<file path="src/rtl/pe_pkg.sv">
// Shared types and constants for the PE row drain logic.
package pe_pkg;

    localparam int unsigned PE_DATA_W = 16;

    typedef enum logic [1:0] {
        IDLE  = 2'd0,
        DRAIN = 2'd1,
        FLUSH = 2'd2
    } pe_drain_state_t;

    // Index width for n entries, never narrower than one bit.
    function automatic int unsigned idx_w(input int unsigned n);
        return (n > 1) ? $clog2(n) : 1;
    endfunction

endpackage

</file>
<file path="src/rtl/pe_row_drain_if.sv">
// Valid/ready result stream from the row drain controller to the output writer.
interface pe_row_drain_if #(
    parameter int unsigned DATA_W = pe_pkg::PE_DATA_W,
    parameter int unsigned COL_W  = 2
) ();

    logic              valid;
    logic              ready;
    logic [DATA_W-1:0] data;
    logic [COL_W-1:0]  col;

    modport master (
        output valid,
        output data,
        output col,
        input  ready
    );

    modport slave (
        input  valid,
        input  data,
        input  col,
        output ready
    );

endinterface

</file>
<file path="src/rtl/pe_drain_buf.sv">
// Row result buffer: one write port, one write-through read port, async clear.
// Build with PE_DRAIN_RELU_EN defined to clamp negative captures to zero.
module pe_drain_buf
    import pe_pkg::*;
#(
    parameter int unsigned N_COLS = 4,
    parameter int unsigned DATA_W = PE_DATA_W,
    parameter int unsigned COL_W  = idx_w(N_COLS)
) (
    input  logic              clk,
    input  logic              rst_n,
    input  logic              wr_en,
    input  logic [COL_W-1:0]  wr_idx,
    input  logic [DATA_W-1:0] wr_data,
    input  logic [COL_W-1:0]  rd_idx,
    output logic [DATA_W-1:0] rd_data
);

    logic [DATA_W-1:0] mem_q [N_COLS];
    logic [DATA_W-1:0] wr_val;

    always_comb begin
`ifdef PE_DRAIN_RELU_EN
        wr_val = wr_data[DATA_W-1] ? '0 : wr_data;
`else
        wr_val = wr_data;
`endif
    end

    always_ff @(posedge clk or negedge rst_n) begin
        if (!rst_n) begin
            for (int i = 0; i < N_COLS; i++) begin
                mem_q[i] <= '0;
            end
        end else begin
            for (int i = 0; i < N_COLS; i++) begin
                if (wr_en && (wr_idx == COL_W'(i))) begin
                    mem_q[i] <= wr_val;
                end
            end
        end
    end

    // Forward a same-cycle write so the last column can be read as it lands.
    always_comb begin
        rd_data = '0;
        for (int i = 0; i < N_COLS; i++) begin
            if (rd_idx == COL_W'(i)) begin
                rd_data = mem_q[i];
            end
        end
        if (wr_en && (wr_idx == rd_idx)) begin
            rd_data = wr_val;
        end
    end

endmodule

</file>
<file path="src/rtl/pe_row_drain.sv">
// Drains one systolic row through the PE read chain, buffers it and streams it out.
// Optional build macro PE_DRAIN_RELU_EN clamps negative results to zero at capture.
module pe_row_drain
    import pe_pkg::*;
#(
    parameter int unsigned N_COLS = 4,
    parameter int unsigned DATA_W = PE_DATA_W
) (
    input  logic                  clk,
    input  logic                  rst_n,
    input  logic                  start,
    output logic                  pe_read,
    input  logic [DATA_W-1:0]     pe_l_d_i,
    output logic                  busy,
    output logic                  done,
    pe_row_drain_if.master        out
);

    localparam int unsigned COL_W = idx_w(N_COLS);
    localparam int unsigned CNT_W = COL_W + 1;
    localparam logic [CNT_W-1:0] CNT_LAST = CNT_W'(2 * N_COLS - 1);
    localparam logic [COL_W-1:0] COL_LAST = COL_W'(N_COLS - 1);

    pe_drain_state_t   state_q, state_d;
    logic [CNT_W-1:0]  c_q, c_d;
    logic [COL_W-1:0]  idx_q, idx_d;
    logic              pe_read_q, pe_read_d;
    logic              valid_q, valid_d;
    logic [DATA_W-1:0] data_q, data_d;
    logic              done_q, done_d;
    logic              busy_q, busy_d;

    logic              wr_en;
    logic [COL_W-1:0]  wr_idx;
    logic [COL_W-1:0]  rd_idx;
    logic [DATA_W-1:0] rd_data;
    logic              hs;

    // Odd cycles of the drain window carry column c/2.
    assign wr_en  = (state_q == DRAIN) && c_q[0];
    assign wr_idx = c_q[CNT_W-1:1];
    // Prefetch the word that becomes current after this edge.
    assign rd_idx = (state_q == FLUSH) ? idx_q + COL_W'(1) : '0;
    assign hs     = valid_q && out.ready;

    pe_drain_buf #(
        .N_COLS (N_COLS),
        .DATA_W (DATA_W),
        .COL_W  (COL_W)
    ) u_buf (
        .clk     (clk),
        .rst_n   (rst_n),
        .wr_en   (wr_en),
        .wr_idx  (wr_idx),
        .wr_data (pe_l_d_i),
        .rd_idx  (rd_idx),
        .rd_data (rd_data)
    );

    always_comb begin
        state_d   = state_q;
        c_d       = c_q;
        idx_d     = idx_q;
        pe_read_d = pe_read_q;
        valid_d   = valid_q;
        data_d    = data_q;
        done_d    = 1'b0;
        unique case (state_q)
            IDLE: begin
                c_d = '0;
                if (start) begin
                    state_d   = DRAIN;
                    pe_read_d = 1'b1;
                end
            end
            DRAIN: begin
                c_d = c_q + CNT_W'(1);
                if (c_q == CNT_LAST) begin
                    state_d   = FLUSH;
                    pe_read_d = 1'b0;
                    idx_d     = '0;
                    valid_d   = 1'b1;
                    data_d    = rd_data;
                end
            end
            FLUSH: begin
                if (hs) begin
                    if (idx_q == COL_LAST) begin
                        state_d = IDLE;
                        valid_d = 1'b0;
                        done_d  = 1'b1;
                    end else begin
                        idx_d  = idx_q + COL_W'(1);
                        data_d = rd_data;
                    end
                end
            end
            default: begin
                state_d = IDLE;
            end
        endcase
        busy_d = (state_d != IDLE);
    end

    always_ff @(posedge clk or negedge rst_n) begin
        if (!rst_n) begin
            state_q   <= IDLE;
            c_q       <= '0;
            idx_q     <= '0;
            pe_read_q <= 1'b0;
            valid_q   <= 1'b0;
            data_q    <= '0;
            done_q    <= 1'b0;
            busy_q    <= 1'b0;
        end else begin
            state_q   <= state_d;
            c_q       <= c_d;
            idx_q     <= idx_d;
            pe_read_q <= pe_read_d;
            valid_q   <= valid_d;
            data_q    <= data_d;
            done_q    <= done_d;
            busy_q    <= busy_d;
        end
    end

    assign pe_read   = pe_read_q;
    assign busy      = busy_q;
    assign done      = done_q;
    assign out.valid = valid_q;
    assign out.data  = data_q;
    assign out.col   = idx_q;

endmodule
</file>
<file path="src/flat_wrapper.sv">
// flat-port wrapper written by rule: the top's interface ports become plain ports
module pe_row_drain_flat import pe_pkg::*;
#(
    parameter int unsigned N_COLS = 4,
    parameter int unsigned DATA_W = PE_DATA_W
)
  (clk, rst_n, start, pe_read, pe_l_d_i, busy, done, out_valid, out_data, out_col, out_ready);
  pe_row_drain_if #(.DATA_W(DATA_W)) out_i ();
  input  logic clk;
  input  logic rst_n;
  input  logic start;
  output logic pe_read;
  input  logic [DATA_W-1:0] pe_l_d_i;
  output logic busy;
  output logic done;
  output wire logic [$bits(out_i.valid)-1:0] out_valid;
  output wire logic [$bits(out_i.data)-1:0] out_data;
  output wire logic [$bits(out_i.col)-1:0] out_col;
  input wire logic [$bits(out_i.ready)-1:0] out_ready;
  assign out_valid = out_i.valid;
  assign out_data = out_i.data;
  assign out_col = out_i.col;
  assign out_i.ready = out_ready;
  pe_row_drain #(.N_COLS(N_COLS), .DATA_W(DATA_W)) u_core (.clk(clk), .rst_n(rst_n), .start(start), .pe_read(pe_read), .pe_l_d_i(pe_l_d_i), .busy(busy), .done(done), .out(out_i));
endmodule
</file>
<file path="config.mk">
export PLATFORM = sky130hd
export DESIGN_NAME = pe_row_drain_flat
export DESIGN_NICKNAME = d
export VERILOG_FILES = /design/src/rtl/pe_pkg.sv /design/src/rtl/pe_row_drain_if.sv /design/src/rtl/pe_drain_buf.sv /design/src/rtl/pe_row_drain.sv /design/src/flat_wrapper.sv
export SDC_FILE = /design/constraint.sdc
export NUM_CORES = 1
export LEC_CHECK = 0
export ABC_AREA = 1
export CAP_MARGIN = 40
export CORE_MARGIN = 2
export CORE_UTILIZATION = 52
export DETAILED_ROUTE_END_ITERATION = 10
export PLACE_DENSITY = 0.76
export SLEW_MARGIN = 20
export SYNTH_ARGS = -nofsm -noshare
export SYNTH_HDL_FRONTEND = slang
export SYNTH_SLANG_ARGS = --single-unit
</file>
<file path="constraint.sdc">
create_clock -name clk -period 1.7 [get_ports clk]
set_input_delay 0.34 -clock clk [delete_from_list [all_inputs] [get_ports clk]]
set_output_delay 0.34 -clock clk [all_outputs]
set_load 0.1 [all_outputs]
</file>
==> results of run 1 <==
==> repair_timing <==
action | 4_1_cts | 5_1_grt
setup endpoints to repair | 0 | 17
hold buffers | 1 | 0
hold endpoints to repair | 27 | 0
buffers inserted | 0 | 3
gates resized for setup | 0 | 4
==> cell usage after synthesis <==
library cell	count	share of area (%)
clkbuf_1	2	0.17
nor2_4	3	0.75
clkbuf_2	1	0.11
o22ai_1	1	0.14
buf_4	3	0.50
dfrtp_1	91	51
nand3_1	18	2.0
nand3_4	1	0.39
nand4_1	18	2.5
inv_2	3	0.25
nor2_2	20	2.8
buf_6	5	1.3
nor3_4	3	1.1
nor2_1	45	3.8
ha_1	4	1.1
a21oi_1	16	1.8
nand2_1	164	14
nand3_2	2	0.44
nand2_2	12	1.7
or2_2	1	0.14
o21ai_0	51	5.7
o21ai_2	1	0.19
buf_2	14	1.6
o21ai_1	2	0.22
inv_1	87	7.3
==> worst paths after layout <==
kind,endpoint,cells past startpoint,from
hold reg to reg,u_core.u_buf.mem_q[59],2,u_core.u_buf.mem_q[59]
max in group asynchronous,u_core.u_buf.mem_q[44],3,rst_n
min in group clk,u_core.u_buf.mem_q[59],2,u_core.u_buf.mem_q[59]
setup / recovery,u_core.out.data[14],9,u_core.out.col[0]
setup reg to reg,u_core.out.data[14],9,u_core.out.col[0]
hold / removal,u_core.u_buf.mem_q[63],2,rst_n
==> routing by layer <==
metal / track usage (%) / wire length, um / vias to the layer above / share of wire [%]
li1: - / - / 1852 / -
met1: 29.8 / 4300 / 1806 / 42
met2: 40.3 / 5140 / 94 / 51
met3: 4.41 / 500 / 20 / 4.9
met4: 7.80 / 177 / 0 / 1.8
met5: 0 / 0 / - / 0
==> through the flow <==
step | util (%) | hold slack [ns] | setup slack (ns) | power [mW]
finish | 67.8 | 0.462 | 0.0855 | 10.3
global route | 67.8 | 0.496 | -0.0175 | 11.0
CTS | 67.3 | 0.456 | 0.0657 | 10.3
detailed placement | 65.2 | 0.306 | 0.0759 | 8.97
global placement | 65.2 | 0.301 | 0.0985 | 8.80
floorplan | - | 0.0444 | -0.0896 | 7.18
==> logic make-up after synthesis <==
family                     count (synthesis)  synth area share, %
AOI/OAI and AO/OA                         71                 8.01
adders and majority gates                  4                 1.11
and+or+nand+nor                          287                 29.2
buffers and inverters                    115                 11.1
DFF                                       91                 50.6
==> state kept, by name, indices dropped and copies added, names as in the netlist <==
register / count
u_core.c_q: 3
u_core.u_buf.mem_q: 64
u_core.pe_read: 1
u_core.busy: 1
u_core.out.data: 16
u_core.out.col: 2
u_core.state_q: 2
u_core.done: 1
u_core.out.valid: 1
==> area by class of cell <==
cell class              count  area, um2  share of cell area, %
well taps                 105        131                   2.33
multi-input cells         362       1760                   31.3
repair buffers             66        943                   16.8
flip-flops and latches     91       2280                   40.6
inverters                  90        338                   6.00
clock buffers               9        124                   2.20
clock inverters             7       45.0                  0.800
==> power by group through the flow <==
stage	Combinational [mW]	Sequential [mW]	Clock [mW]
after floorplan	2.07	5.12	0
after global placement	4.96	3.84	0
after detailed placement	5.09	3.87	0
after CTS	5.13	3.84	1.32
after global routing	5.64	3.95	1.40
final	5.14	3.85	1.29
==> worst max-delay path, delay by kind of cell, from the launching register on <==
family                     cells  cell delay [ns]
buffers and inverters          1             0.18
and+or+nand+nor                7             0.50
adders and majority gates      1             0.31
DFF                            1             0.51
==> impl_metrics.json, run 1 <==
{
  "pwr-share-comb_pct": 50.0,
  "tightest_slew_ns": 0.421,
  "final_cell_mix": "nand2_1, dfrtp_1, inv_1",
  "synth.distinct_cells": 25,
  "cts.sinks": 91,
  "slowest_stage": "dfrtp_4",
  "grt_use_total_pct": 23.4,
  "cp-start-kind": "register",
  "fin_skew_ns": 0.00868,
  "layout_commonest_cell": "nand2_1",
  "syn2layout_area_growth_pct": 25.0,
  "cp_max_fo": 17,
  "drv_cap": 0,
  "dr.pass1.iters": 5,
  "initial_utilization_pct": 54.2,
  "port_buffers": 41,
  "cp.required_ns": 1.95,
  "rsz0062_at_grt": "yes",
  "num_rows": 33,
  "drt_wl_total_mm": 10.1,
  "place_congestion": 0.796,
  "drtIter0Drc": 282,
  "cp_cell_sequence": "ha_4 > nand3_4 > buf_12 > nand3_1 > nand2_1 > nor2_1 > nand2_1 > nand2_1 > nand2_1",
  "antenna_left": 0,
  "p_clk_share_pct": 12.5,
  "hold_class": "input port to async pin",
  "ys_warn_count": 0,
  "finalSetupTns_ns": 0,
  "globalRouteOverflowTotal": 0,
  "wl_per_cell_um": 13.9,
  "path_clk_slew_ns": 0.08,
  "final_net_count": 644,
  "seq_power_share_pct": 37.5,
  "clock_latency_ns": 0.36,
  "synth_nets": 592,
  "antenna_found_initial": 0,
  "max_slew_margin_pct": 71.9,
  "setup_viol": 0,
  "finalCriticalPeriod_ns": 1.61,
  "drive_gt1_share_pct": 18.4,
  "num_antenna_cells": 0,
  "via_count": 3772,
  "switching_share_pct": 45.8,
  "htreeDepth": 3,
  "p_leak_nw": 2.84,
  "cts-root-buf": "clkbuf_8",
  "place_area_um2": 5410,
  "p_sw_mw": 4.70,
  "final_area_um2": 5630,
  "ys_ff_latch": 91,
  "drc": 0,
  "endpoint_kind": "register",
  "first_global_vias": 3938,
  "synthesis.area_um2": 4500,
  "hold_viol": 0,
  "r2r_setup_slack_ns": 0.09,
  "yosysSeqAreaShare_pct": 50.6,
  "cpPeakStageDelay_ns": 0.51,
  "dieArea_um2": 9410,
  "stdcell_count": 730,
  "clockBufferDepth": 2,
  "peakVddDrop_mv": 0.958,
  "outcome": "finished, final reports clean",
  "cellPowerDensity_nw_per_um2": 1820,
  "drv_slew": 0,
  "via_per_inst": 5.17,
  "fill_cells": 653,
  "die_x_um": 97.0,
  "cts_buffers": 9,
  "die_h_um": 97.0,
  "fin_crit_sh_pct": 95.0,
  "worstPathArrival_ns": 1.87,
  "dp_cells": 710,
  "core_um2": 8300,
  "cts_tree": "yes",
  "p_int_mw": 5.57,
  "ios": 42,
  "crit_path_frequent_cell": "nand2_1",
  "grt_max_degree": 49,
  "critical_path_class": "register to register",
  "synth_cells": 568,
  "post-dp-hpwl_mm": 6.56,
  "grt_pass1_wl_mm": 18.0,
  "avgSynthCellArea_um2": 7.92,
  "fmax_mhz": 619
}
No activity file was read; power rests on OpenSTA's default activity.
==> run 2, diff against run 1 <==
--- a/config.mk
+++ b/config.mk
@@ -7,10 +7,10 @@
 export LEC_CHECK = 0
 export ABC_AREA = 1
 export CAP_MARGIN = 40
-export CORE_MARGIN = 2
 export CORE_UTILIZATION = 52
 export DETAILED_ROUTE_END_ITERATION = 10
 export PLACE_DENSITY = 0.76
+export SKIP_CTS_REPAIR_TIMING = 1
 export SLEW_MARGIN = 20
 export SYNTH_ARGS = -nofsm -noshare
 export SYNTH_HDL_FRONTEND = slang
==> impl_metrics.json, run 2 (synthesis results as in run 1) <==
{
  "outcome": "finished, final reports clean",
  "cts_buffers": 9,
  "drv_slew": 0,
  "drc": 0,
  "grt_use_total_pct": 23.9,
  "ios": 42,
  "num_rows": 33,
  "crit_path_frequent_cell": "nand2_1",
  "wl_per_cell_um": 13.9,
  "dr.pass1.iters": 5,
  "switching_share_pct": 45.7,
  "setup_viol": 0,
  "port_buffers": 41,
  "rr_worst_depth": 9,
  "holdWs_ns": 0.0119,
  "rsz0062_at_grt": "yes",
  "hold_class": "input port to async pin",
  "hold_viol": 0,
  "grt_pass1_wl_mm": 16.6,
  "final_cell_mix": "nand2_1, dfrtp_1, inv_1",
  "cpPeakStageDelay_ns": 0.51,
  "core_um2": 8300,
  "worstPathArrival_ns": 1.88,
  "drv_cap": 0,
  "finalCriticalPeriod_ns": 1.64,
  "peakVddDrop_mv": 1.05,
  "grt_max_degree": 92,
  "antenna_left": 0,
  "num_antenna_cells": 0,
  "seq_power_share_pct": 37.4,
  "stdcell_count": 728,
  "clock_latency_ns": 0.35,
  "cp_max_fo": 16,
  "fmax_mhz": 610,
  "cts.sinks": 91,
  "post-dp-hpwl_mm": 6.50,
  "drt_wl_total_mm": 10.1,
  "pwr-share-comb_pct": 50.3,
  "tightest_slew_ns": 0.485,
  "htreeDepth": 3,
  "die_x_um": 95.0,
  "first_global_vias": 3688,
  "cp.buffers_inverters": 1,
  "syn2layout_area_growth_pct": 25.6,
  "max_slew_margin_pct": 67.6,
  "clockBufferDepth": 2,
  "cp_cell_sequence": "ha_4 > nand3_4 > buf_12 > nand3_1 > nand2_1 > nor2_1 > nand2_1 > nand2_1 > nand2_1",
  "cp_top_family": "simple AND/OR/NAND/NOR gates",
  "slowest_stage": "dfrtp_4",
  "dieArea_um2": 9030,
  "cp.depth": 9,
  "cellPowerDensity_nw_per_um2": 1810,
  "cp-start-kind": "register",
  "globalRouteOverflowTotal": 0,
  "largest-register": "u_core.u_buf.mem_q",
  "finalSetupTns_ns": 0,
  "layout_commonest_cell": "nand2_1",
  "final_net_count": 643,
  "via_count": 3782,
  "fill_cells": 655,
  "endpoint_kind": "register",
  "largest_reg_flops": 64,
  "die_h_um": 95.0,
  "p_leak_nw": 2.84,
  "initial_utilization_pct": 54.2,
  "drive_gt1_share_pct": 18.1,
  "cts-root-buf": "clkbuf_8",
  "fin_skew_ns": 0.00785,
  "cp.required_ns": 1.94,
  "drtIter0Drc": 267,
  "p_sw_mw": 4.68,
  "critical_path_class": "register to register",
  "place_congestion": 0.871,
  "via_per_inst": 5.20,
  "dp_cells": 708,
  "antenna_found_initial": 0,
  "p_int_mw": 5.57,
  "path_clk_slew_ns": 0.09,
  "utilization_pct": 68.1,
  "p_clk_share_pct": 12.2,
  "fin_crit_sh_pct": 96.4,
  "cts_tree": "yes"
}
[run 2: final timing paths]
kind	startpoint	to	slack (ns)
max in group asynchronous	rst_n	u_core.u_buf.mem_q[62]	1.31
min in group clk	u_core.u_buf.mem_q[58]	u_core.u_buf.mem_q[58]	0.52
setup / recovery	u_core.out.col[0]	u_core.out.data[15]	0.06
hold / removal	rst_n	u_core.out.data[1]	0.01
setup reg to reg	u_core.out.col[0]	u_core.out.data[15]	0.06
hold reg to reg	u_core.u_buf.mem_q[58]	u_core.u_buf.mem_q[58]	0.52
[run 2: cell type report]
cell class                 instances  area [um2]  share of cell area, %
timing repair buffer              65         983                   17.4
sequential                        91        2280                   40.4
multi-input combinational        362        1760                   31.1
clock inverter                     5        31.3                  0.553
tap                              105         131                   2.32
clock buffer                      10         128                   2.26
inverter                          90         338                   5.98
[run 2: metrics by stage]
| stage | setup WS, ns | power [mW] | instance area, um2 |
|---|---|---|---|
| 6_report | 0.0605 | 10.3 | 5650 |
| 5_1_grt | -0.0157 | 10.9 | 5650 |
| 4_1_cts | 0.000242 | 10.2 | 5570 |
| 3_5_place_dp | 0.0385 | 8.98 | 5410 |
| 3_3_place_gp | 0.0973 | 8.77 | 5410 |
| 2_1_floorplan | -0.0896 | 7.18 | 4530 |
[run 2: power by group through the flow]
stage	sequential, mW	combinational, mW	clock (mW)
6_report	3.84	5.16	1.26
5_1_grt	3.94	5.60	1.37
2_1_floorplan	5.12	2.07	0
4_1_cts	3.83	5.13	1.27
3_3_place_gp	3.83	4.94	0
3_5_place_dp	3.87	5.11	0
[run 2: routing by layer]
metal	GRT usage (%)	up-vias	wire length, um
li1	-	1844	-
met1	30.9	1806	4300
met2	40.6	111	5200
met3	2.95	21	426
met4	10.2	0	182
met5	0	-	0
[run 2: worst register-to-register path: stages (launching register included)]
cell     delay [ns]
dfrtp_4        0.51
ha_4           0.30
nand3_4        0.11
buf_12         0.18
nand3_1        0.08
nand2_1        0.05
nor2_1         0.14
nand2_1        0.07
nand2_1        0.05
nand2_1        0.05
